==> src/rtl/cu_fsm_ec2.sv <==
// cu_fsm_ec2: accumulator CPU control FSM with memory wait/timeout; CU_ILLEGAL_TRAP_EN traps opcodes >= 8
module cu_fsm_ec2 #(
  parameter int OPW      = 3,
  parameter int WAIT_MAX = 15,
  parameter int CW       = 4
) (
  input  logic           clk,
  input  logic           reset,
  input  logic [OPW-1:0] ir,
  input  logic           Aeq0,
  input  logic           Apos,
  input  logic           mem_ready,
  output logic           IRload,
  output logic           PCload,
  output logic           JMPmux,
  output logic           Meminst,
  output logic           MemWr,
  output logic [1:0]     Asel,
  output logic           Sub,
  output logic           Aload,
  output logic           Halt,
  output logic           mem_err,
`ifdef CU_ILLEGAL_TRAP_EN
  output logic           trap_o,
`endif
  output logic [2:0]     state_o
);
`ifdef CU_ILLEGAL_TRAP_EN
  typedef enum logic [2:0] {START = 3'd0, FETCH = 3'd1, DECODE = 3'd2, EXEC = 3'd3, HALT = 3'd4, TRAP = 3'd5} state_t;
`else
  typedef enum logic [2:0] {START = 3'd0, FETCH = 3'd1, DECODE = 3'd2, EXEC = 3'd3, HALT = 3'd4} state_t;
`endif
  state_t        state_q, state_d;
  logic [CW-1:0] cnt_q, cnt_d;
  logic [1:0]    op_q, op_d;
  logic          illegal, timeout;
  assign illegal = (ir >> 3) != '0;
  assign timeout = (WAIT_MAX != 0) && (cnt_q == CW'(WAIT_MAX));
  assign state_o = reset ? 3'd0 : state_q;
  always_ff @(posedge clk) begin
    if (reset) begin
      state_q <= START;
      cnt_q   <= '0;
      op_q    <= '0;
    end else begin
      state_q <= state_d;
      cnt_q   <= cnt_d;
      op_q    <= op_d;
    end
  end
  always_comb begin
    state_d = state_q;
    cnt_d   = cnt_q;
    op_d    = op_q;
    IRload  = 1'b0;
    PCload  = 1'b0;
    JMPmux  = 1'b0;
    Meminst = 1'b0;
    MemWr   = 1'b0;
    Asel    = 2'b00;
    Sub     = 1'b0;
    Aload   = 1'b0;
    Halt    = 1'b0;
    mem_err = 1'b0;
`ifdef CU_ILLEGAL_TRAP_EN
    trap_o  = 1'b0;
`endif
    case (state_q)
      START: state_d = FETCH;
      FETCH: begin
        IRload  = 1'b1;
        PCload  = 1'b1;
        state_d = DECODE;
      end
      DECODE: begin
        op_d    = ir[1:0];
        cnt_d   = '0;
        state_d = FETCH;
        if (illegal) begin
`ifdef CU_ILLEGAL_TRAP_EN
          state_d = TRAP;
`endif
        end else begin
          case (ir[2:0])
            3'b100: begin
              Asel  = 2'b01;
              Aload = 1'b1;
            end
            3'b101: {PCload, JMPmux} = {2{Aeq0}};
            3'b110: {PCload, JMPmux} = {2{Apos}};
            3'b111: state_d = HALT;
            default: state_d = EXEC;
          endcase
        end
      end
      EXEC: begin
        Meminst = 1'b1;
        if (mem_ready) begin
          MemWr   = op_q == 2'b01;
          Aload   = op_q != 2'b01;
          Asel    = op_q == 2'b00 ? 2'b10 : 2'b00;
          Sub     = op_q == 2'b11;
          cnt_d   = '0;
          state_d = FETCH;
        end else if (timeout) begin
          mem_err = 1'b1;
          cnt_d   = '0;
          state_d = FETCH;
        end else begin
          cnt_d = cnt_q + CW'(1);
        end
      end
      HALT: Halt = 1'b1;
`ifdef CU_ILLEGAL_TRAP_EN
      TRAP: begin
        Halt   = 1'b1;
        trap_o = 1'b1;
      end
`endif
      default: state_d = START;
    endcase
    // outputs drop the moment reset is seen, before the state register follows
    if (reset) begin
      {IRload, PCload, JMPmux, Meminst, MemWr, Asel, Sub, Aload, Halt, mem_err} = '0;
`ifdef CU_ILLEGAL_TRAP_EN
      trap_o = 1'b0;
`endif
    end
  end
endmodule

==> config.mk <==
export PLATFORM = sky130hd
export DESIGN_NAME = cu_fsm_ec2
export DESIGN_NICKNAME = d
export VERILOG_FILES = /design/src/rtl/cu_fsm_ec2.sv
export SDC_FILE = /design/constraint.sdc
export NUM_CORES = 1
export LEC_CHECK = 0
export ABC_CLOCK_PERIOD_IN_PS = 1700
export BUFFER_PORTS_ARGS = -buffer_cell sky130_fd_sc_hd__buf_4
export CAP_MARGIN = 40
export CORE_AREA = 3 3 40 42
export CTS_CLUSTER_SIZE = 24
export DETAILED_ROUTE_END_ITERATION = 16
export DIE_AREA = 0 0 43 45
export PLACE_DENSITY_LB_ADDON = 0.08
export SLEW_MARGIN = 5
export SYNTH_ARGS = -nofsm -noshare
export SYNTH_HDL_FRONTEND = slang
export SYNTH_SLANG_ARGS = --single-unit
==> constraint.sdc <==
create_clock -name clk -period 1.7 [get_ports clk]
set_clock_uncertainty 0.15 [all_clocks]
set_input_delay 0.085 -clock clk [delete_from_list [all_inputs] [get_ports clk]]
set_output_delay 0.085 -clock clk [all_outputs]
set_load 0.01 [all_outputs]
==> results.toml <==
[finish]
n_fill_cell = 127
final_common_cell = "buf_4"
multi_input_area_um2 = 380
utilization_pct = 64.5
final_nets = 105
antennaDiodeCount = 0
area.growth.synth_to_final_pct = 54.3
mostFrequentLayoutCells = "buf_4 (23), dfxtp_1 (7), nand2_1 (6), nor2_1 (6)"
finalInstanceArea_um2 = 828
ff_latch_area_um2 = 183
drive_gt1_share_pct = 38.9

[floorplan]
initial_core_util_pct = 41.8
die_y_um = 45
rows = 13
coreArea_mm2 = 0.00128
die_w_um = 43
dieArea_mm2 = 0.00194
ios = 22

[route]
drc = 0
drt_iter0_drc = 8
post_drt_via_cell_ratio = 5.29
routed_wl_mm = 1.42
num_vias = 582
wire_per_inst_um = 12.9
drt_pass1_iterations = 4
ant_nets = 0

[pwr]
swShare_pct = 25.5
sequentialPowerShare_pct = 46.1
ir_worst_vdd_v = 0.000439
power_density_mw_per_mm2 = 600
p_int_mw = 0.370
power.leakage_nw = 0.329
p_sw_mw = 0.127
p_clk_share_pct = 32.1
pwr-share-comb_pct = 21.9

[yosys]
async_flop_share_pct = 0
syn_avg_cell_area_um2 = 8.26
seq_area_frac_synth_pct = 33.6
synth_top_cell_area_share_pct = 33.6
yosysWarnings = 0
synth.area.top_cells = "dfxtp_1 (34%), nor3b_1 (5.6%), nand2_1 (4.9%)"
synth-edff-count = 0
synth.largest_area_cell = "dfxtp_1"
netlist_area_um2 = 537
syn_inst = 65
yosysUniqueCellTypes = 29
synth.net_count = 74
synth_ff_type = "dfxtp_1"
synth_seq_cells = 9

[global_route]
grt_pass1_vias = 557
grt_max_degree = 10
grt-ovfl-total = 0
grt_util_all_layers_pct = 15.6
grt_pass1_wl_mm = 2.26
antenna_found_initial = 0

[placed_design]
place_ws_ns = 0.151
postPlaceCellArea_um2 = 724
hpwl_mm = 1.02
gp_congestion = 0.767
io_buffers = 21

[timing]
min_period_ns = 1.73
slew_headroom_pct = 71.3
hold_viol_final = 0
rsz0062_at_grt = "true"
timing.fmax_mhz = 578
maxSlewViolCount = 0
fin_crit_sh_pct = 102
finalWorstSetupSlack_ns = -0.0286
worstMarginPinSlew_ns = 0.430
setup_viol_count_final = 1

[critical_path]
cp-start-kind = "flop"
path_class = "reg2out"
cp-end-kind = "output pin"
cp_max_fo = 5
cp_data_arrival_time_ns = 1.49
cp.required_ns = 1.46

[status]
failed_checks = "negative setup slack"
status = "finished, violations left"

[cts]
htreeDepth = 1
cts_sinks = 9
cts_tree = "built"
clockBufferDepth = 2
clockRootBuffer = "clkbuf_4"
clock_latency_ns = 0.25
cts_buffers = 3
post_cts_buffers = 0
clkTransAtPathRegs_ns = 0.06

[worst_hold_path]
hp-class = "in2reg"

[flow_run]
maxCapViolCount = 0
==> Yosys cell counts (2+ instances only) <==
| cell | instances |
|---|---|
| dfxtp_1 | 9 |
| nor3b_1 | 4 |
| nand3_1 | 2 |
| a21oi_1 | 3 |
| o21bai_1 | 3 |
| mux2i_1 | 2 |
| nor2b_1 | 4 |
| nand3b_1 | 3 |
| inv_1 | 2 |
| nor2_1 | 6 |
| nor3_1 | 3 |
| nand2_1 | 7 |
==> layout make-up <==
cell class                      count  area share, %
Clock buffer                        4           3.17
Sequential cell                     9           22.1
Inverter                            2          0.906
Multi-Input combinational cell     53           45.9
Timing Repair Buffer               27           25.7
Tap cell                           15           2.27
==> sequential cells by signal, indices dropped and copies added (netlist names) <==
signal and flops:
cnt_q 4, op_q 2, state_q 3
==> cell families after synthesis <==
logic type / Yosys count / synth area share, %
simple gates: 39 / 44.3
compound gates: 11 / 14.0
flops: 9 / 33.6
buf+inv: 3 / 2.10
mux: 2 / 3.73
fa+ha+maj: 1 / 2.33
==> power groups by stage <==
stage / Sequential, mW / Clock [mW] / Combinational, mW
finish: 0.229 / 0.159 / 0.109
global route: 0.230 / 0.175 / 0.118
CTS: 0.228 / 0.164 / 0.107
detailed placement: 0.232 / 0 / 0.0975
global placement: 0.231 / 0 / 0.0969
floorplan: 0.234 / 0 / 0.0474
==> worst paths after layout <==
check	from	endpoint	slack, ns	cells past startpoint
worst min register to register	cnt_q[0]$_SDFFE_PP0N_	cnt_q[0]$_SDFFE_PP0N_	0.34	2
worst min-delay path	ir[2]	state_q[1]$_SDFFE_PP0P_	0.03	4
worst max-delay path	state_q[0]$_SDFFE_PP0P_	Aload	-0.03	4
worst max register to register	state_q[2]$_SDFFE_PP0P_	cnt_q[3]$_SDFFE_PP0N_	0.22	3
==> critical path: stages, from the launching register on <==
cell and delay, ns:
dfxtp_2 0.32, nand3b_1 0.17, or3_4 0.37, o32ai_2 0.22, buf_4 0.16
==> metrics by stage <==
stage          power (mW)  setup TNS, ns  hold WS (ns)  cells
3_5_place_dp        0.329              0         0.219    102
4_1_cts             0.499        -0.0256        0.0226    110
2_1_floorplan       0.281              0        0.0703     65
3_3_place_gp        0.328              0         0.211    102
6_report            0.497        -0.0286        0.0253    110
5_1_grt             0.523         -0.131        0.0360    110
==> routing by layer <==
metal  GRT usage (%)  wire (µm)  part of all wire (%)
met5               0          0                     0
met4            10.8          9                  0.63
met3            2.39        122                   8.6
met2            28.4        686                    48
met1            16.6        602                    42
==> what timing repair did <==
item                                   in CTS  in global routing
gates cloned                                0                  0
setup endpoints to repair                   2                  6
hold buffers                                4                  0
resized for setup                           4                  5
endpoints found under the hold margin       9                  0
Power figures use the tool's default switching activity.
